**src/rtl/safe_pkg.sv**
```systemverilog
// Shared definitions for the safe rotary channel: FSM encodings, phase lookups
// for the quadrature generator, and the default phase dwell.
package safe_pkg;

  typedef enum logic [1:0] {
    ST_IDLE   = 2'd0,
    ST_RUN    = 2'd1,
    ST_FINISH = 2'd2
  } ose_state_e;

  localparam int unsigned DEFAULT_PHASE_TICKS = 4;

  // Phase-to-ab tables, phase 0 in the low pair: up 10,11,01,00; down 01,11,10,00
  localparam logic [7:0] AB_UP_LUT = {2'b00, 2'b01, 2'b11, 2'b10};
  localparam logic [7:0] AB_DN_LUT = {2'b00, 2'b10, 2'b11, 2'b01};

  function automatic logic [1:0] phase_ab(input logic up, input logic [1:0] phase);
    logic [7:0] lut;
    lut = up ? AB_UP_LUT : AB_DN_LUT;
    return lut[{phase, 1'b0} +: 2];
  endfunction

endpackage

```
**src/rtl/ose_phase_timer.sv**
```systemverilog
// Loadable dwell down-counter; tick is high while the count sits at zero.
module ose_phase_timer
  import safe_pkg::*;
#(
  parameter int unsigned PHASE_TICKS = DEFAULT_PHASE_TICKS
) (
  input  logic clk,
  input  logic rst,
  input  logic load,
  input  logic en,
  output logic tick
);

  localparam int unsigned TW = (PHASE_TICKS > 1) ? $clog2(PHASE_TICKS) : 1;
  localparam logic [TW-1:0] RELOAD = TW'(PHASE_TICKS - 1);

  logic [TW-1:0] cnt_q, cnt_d;

  // Next count: reload has priority, otherwise count down and stop at zero
  always_comb begin
    cnt_d = cnt_q;
    if (load) begin
      cnt_d = RELOAD;
    end else if (en && (cnt_q != '0)) begin
      cnt_d = cnt_q - 1'b1;
    end
  end

  // Count register
  always_ff @(posedge clk or posedge rst) begin
    if (rst) begin
      cnt_q <= '0;
    end else begin
      cnt_q <= cnt_d;
    end
  end

  assign tick = (cnt_q == '0);

endmodule

```
**src/rtl/ose_encoder_gen.sv**
```systemverilog
// Quadrature rotary emulator: turns an N-detent up/down command into a Gray-coded
// a/b waveform, each phase held PHASE_TICKS cycles, always resting at ab=00.
module ose_encoder_gen
  import safe_pkg::*;
#(
  parameter int unsigned PHASE_TICKS = DEFAULT_PHASE_TICKS,
  parameter int unsigned CNT_W       = 8
) (
  input  logic             clk,
  input  logic             rst,
  input  logic             step_valid,
  input  logic             step_up,
  input  logic [CNT_W-1:0] step_count,
  input  logic             abort,
  output logic             step_ready,
  output logic             a,
  output logic             b,
  output logic             busy,
  output logic             done,
  output logic             aborted,
  output logic [CNT_W-1:0] steps_left
);

  ose_state_e       state_q, state_d;
  logic             up_q, up_d;
  logic [1:0]       phase_q, phase_d;
  logic [CNT_W-1:0] left_q, left_d;
  logic             abort_pend_q, abort_pend_d;
  logic             aborted_q, aborted_d;

  logic             timer_load, timer_en, timer_tick;
  logic [CNT_W-1:0] left_dec;
  logic             abort_now;
  logic [1:0]       ab;

  ose_phase_timer #(
    .PHASE_TICKS (PHASE_TICKS)
  ) u_timer (
    .clk  (clk),
    .rst  (rst),
    .load (timer_load),
    .en   (timer_en),
    .tick (timer_tick)
  );

  // Sequencing FSM: accept, step through phases, decrement per detent, finish
  always_comb begin
    state_d      = state_q;
    up_d         = up_q;
    phase_d      = phase_q;
    left_d       = left_q;
    abort_pend_d = abort_pend_q;
    aborted_d    = aborted_q;
    timer_load   = 1'b0;
    timer_en     = 1'b0;
    left_dec     = left_q - 1'b1;
    // an abort arriving on the detent's last cycle counts as already pending
    abort_now    = abort_pend_q | abort;

    unique case (state_q)
      ST_IDLE: begin
        if (step_valid) begin
          up_d         = step_up;
          left_d       = step_count;
          aborted_d    = 1'b0;
          abort_pend_d = 1'b0;
          phase_d      = '0;
          if (step_count == '0) begin
            state_d = ST_FINISH;
          end else begin
            state_d    = ST_RUN;
            timer_load = 1'b1;
          end
        end
      end
      ST_RUN: begin
        timer_en     = 1'b1;
        abort_pend_d = abort_now;
        if (timer_tick) begin
          timer_load = 1'b1;
          phase_d    = phase_q + 1'b1;
          if (phase_q == 2'd3) begin
            left_d = left_dec;
            if ((left_dec == '0) || abort_now) begin
              state_d      = ST_FINISH;
              aborted_d    = abort_now && (left_dec != '0);
              abort_pend_d = 1'b0;
            end
          end
        end
      end
      ST_FINISH: begin
        state_d = ST_IDLE;
      end
      default: begin
        state_d = ST_IDLE;
      end
    endcase
  end

  // State and datapath registers
  always_ff @(posedge clk or posedge rst) begin
    if (rst) begin
      state_q      <= ST_IDLE;
      up_q         <= 1'b0;
      phase_q      <= '0;
      left_q       <= '0;
      abort_pend_q <= 1'b0;
      aborted_q    <= 1'b0;
    end else begin
      state_q      <= state_d;
      up_q         <= up_d;
      phase_q      <= phase_d;
      left_q       <= left_d;
      abort_pend_q <= abort_pend_d;
      aborted_q    <= aborted_d;
    end
  end

  // Outputs decode straight from registers so reset forces them immediately
  always_comb begin
    ab = (state_q == ST_RUN) ? phase_ab(up_q, phase_q) : 2'b00;
  end

  assign a          = ab[1];
  assign b          = ab[0];
  assign step_ready = (state_q == ST_IDLE);
  assign busy       = (state_q == ST_RUN);
  assign done       = (state_q == ST_FINISH);
  assign aborted    = aborted_q;
  assign steps_left = left_q;

endmodule

```
**config.mk**
```make
export PLATFORM = sky130hd
export DESIGN_NAME = ose_encoder_gen
export DESIGN_NICKNAME = d
export VERILOG_FILES = /design/src/rtl/safe_pkg.sv /design/src/rtl/ose_phase_timer.sv /design/src/rtl/ose_encoder_gen.sv
export SDC_FILE = /design/constraint.sdc
export NUM_CORES = 1
export LEC_CHECK = 0
export CAP_MARGIN = 20
export CORE_MARGIN = 5
export CORE_UTILIZATION = 49
export CTS_CLUSTER_SIZE = 30
export DETAILED_ROUTE_END_ITERATION = 8
export PLACE_DENSITY_LB_ADDON = 0.15
export SLEW_MARGIN = 30
export SYNTH_ARGS = -nofsm -noshare
export SYNTH_HDL_FRONTEND = slang
export SYNTH_HIERARCHICAL = 1
export SYNTH_SLANG_ARGS = --single-unit
```
**constraint.sdc**
```tcl
create_clock -name clk -period 2.01 [get_ports clk]
set_input_delay 0.603 -clock clk [delete_from_list [all_inputs] [get_ports clk]]
set_output_delay 0.603 -clock clk [all_outputs]
set_load 0.02 [all_outputs]
```
==> flow_summary.yaml <==
status:
  status: "completed"
cells_and_area:
  insertedDiodeCount: 0
  layoutNonFillerInstCount: 209
  final_core_util: 0.701
  final_area_mm2: 0.00157
  nets: 199
  drive_gt1_frac: 0.166
  area_delta_synth_final_pct: 36.0
timing:
  tightest_slew_ns: 0.365
  final.setup.tns_ns: 0
  max_slew_margin: 0.754
  rsz0062_at_grt: "false"
  setup_viol: 0
  fin_crit_sh: 0.965
  maxSlewViolCount: 0
  fmax_mhz: 516
  finClkSkew_ns: 0.00217
  hold_violations: 0
  min_period_ns: 1.94
floorplanning:
  io_pins: 27
  die-area_mm2: 0.00342
  die_w_um: 58.5
  die_h_um: 58.5
  rows: 17
  core_area_mm2: 0.00223
  initial_core_util: 0.515
logic_synthesis:
  ys_seq_elements: 17
  synth_most_common_cell: "nor2_1"
  ys_warn_count: 6
  synth_area_leaders: "dfrtp_1 (37%), nor2_1 (6.2%), a21oi_1 (5.7%)"
  synthFlopType: "dfrtp_1"
  synth_cell_types: 42
  synth_top_area_frac: 0.370
  ys_seq_area_frac: 0.370
  synth_common_cells: "nor2_1 (19), dfrtp_1 (17), inv_1 (14)"
  synth_edf_count: 0
  synthesis.area_mm2: 0.00115
  syn_inst: 139
  ys_async_sr_fraction: 1.00
  syn_nets: 156
  yosysTopAreaCell: "dfrtp_1"
  avgSynthCellArea_um2: 8.28
cts:
  cts_tree: "built"
  cts_buffer_depth: 2
  cts_setup_buffers: 0
  postCtsHoldBufs: 0
  path_clk_slew_ns: 0.10
  clock-root-buffer: "clkbuf_4"
  clk_latency_ns: 0.29
  htree_levels: 1
  cts_num_sinks: 17
  numCtsBuffers: 3
worst_setup_path:
  slowest_delay_ns: 0.41
  crit_chain: "inv_1, buf_4, nor2_1, clkdlybuf4s15_1"
  cp_slowest_cell: "dfrtp_1"
  path_max_fanout: 4
  arrival_ns: 1.34
  critical_path_class: "reg -> out"
  end_kind: "primary output"
  critPathLaunchType: "register"
  worstPathRequired_ns: 1.41
routing:
  via_count: 1191
  drc: 0
  firstDrtPassIters: 4
  via_per_inst: 5.70
  drtIter0Drc: 43
  detail-route-antenna-nets: 0
  wirelength_um: 3080
  wl_per_cell_um: 14.7
placement:
  placed_cell_area_mm2: 0.00154
  io_buffer_count: 26
  dp_hpwl_um: 2340
  placed_cells: 205
  gp_congestion: 0.785
power_and_ir_drop:
  vdd_drop_max_mv: 1.10
  p_leak_uw: 0.000741
  power_density_mw_per_mm2: 1580
  power.total_uw: 2470
global_route:
  antenna_found_initial: 0
  grt_max_degree: 16
  grt_use_total: 0.193
  grt_pass1_wl_um: 5060
  overflow: 0
  grt_pass1_vias: 1114
hold_path:
  hold_class: "in -> async"
job:
  maxCapViolCount: 0
## flip-flops by register name, indices dropped and copies added (netlist names)
name           count
state_q            2
u_timer/cnt_q      2
abort_pend_q       1
phase_q            2
aborted            1
steps_left         8
up_q               1
## critical path, delay by kind of cell (launching register included)
family	cells	cell delay (ns)
buf+inv	3	0.55
flops	1	0.41
simple gates	1	0.09
## cell families (layout without fill, tap and decap cells)
kind of cell	Yosys count	in the layout	share of synthesized area
buffers and inverters	19	61	0.0750
AND/OR/NAND/NOR	50	50	0.237
adder cells (fa/ha/maj)	4	4	0.0435
flip-flops	17	17	0.370
AO/OA/AOI/OAI	44	44	0.234
multiplexers	2	2	0.0185
XOR/XNOR	3	3	0.0228
## placed cells by master (no fill, tap or decap), types with 3 or more instances in the layout
cell type / count
dlymetal6s2s_1: 3
clkbuf_4: 3
nor3_1: 4
o21ai_0: 12
dfrtp_2: 3
a21oi_1: 13
nor2_1: 19
ha_1: 4
inv_1: 14
dlygate4sd2_1: 6
a22o_1: 3
dfrtp_1: 14
clkdlybuf4s50_1: 15
nand2_1: 8
o22ai_1: 3
buf_4: 17
## metrics by stage
stage | hold slack, ns | setup WS, ns
global route | 0.510 | 0.00426
detailed placement | 0.505 | -0.198
floorplan | 0.344 | 0.242
CTS | 0.470 | 0.000260
global placement | 0.486 | -0.165
finish | 0.490 | 0.0703
## metal layers
| metal | share of wire | wire (µm) | global-route usage | vias to the layer above |
|---|---|---|---|---|
| li1 | - | - | - | 576 |
| met1 | 0.43 | 1320 | 0.259 | 558 |
| met2 | 0.48 | 1490 | 0.306 | 51 |
| met3 | 0.070 | 215 | 0.0307 | 6 |
| met4 | 0.016 | 50 | 0.0828 | 0 |
| met5 | 0 | 0 | 0 | - |
## report_power, final
part	switching [µW]	leakage, µW	internal, µW	total [µW]
Clock	110	0.0000150	77.1	187
Sequential	185	0.000198	505	690
Combinational	865	0.000528	723	1590
## path summary, 6_finish.rpt
path | from | to | slack [ns] | cells past startpoint
max | state_q[1]$_DFFE_PP0P_ | done | 0.07 | 4
min | rst | u_timer/cnt_q[1]$_DFFE_PP0P_ | 0.49 | 2
max reg2reg | steps_left[0]$_DFFE_PP0P_ | state_q[0]$_DFFE_PP0P_ | 0.15 | 7
min reg2reg | abort_pend_q$_DFFE_PP0P_ | abort_pend_q$_DFFE_PP0P_ | 0.53 | 2
max in group asynchronous | rst | steps_left[1]$_DFFE_PP0P_ | 1.16 | 3
min in group clk | abort_pend_q$_DFFE_PP0P_ | abort_pend_q$_DFFE_PP0P_ | 0.53 | 2
## layout make-up
cell class	count	area [µm²]
timing repair buffer	43	383
fill	189	668
multi-input combinational	103	639
inverter	14	52.6
tap	28	35.0
sequential	17	429
clock buffer	4	26.3
## what timing repair did
item	CTS	global route
pin swaps	0	0
gates resized for setup	11	6
setup endpoints to repair	9	6
cloned	0	0
Power figures use the tool's default switching activity.
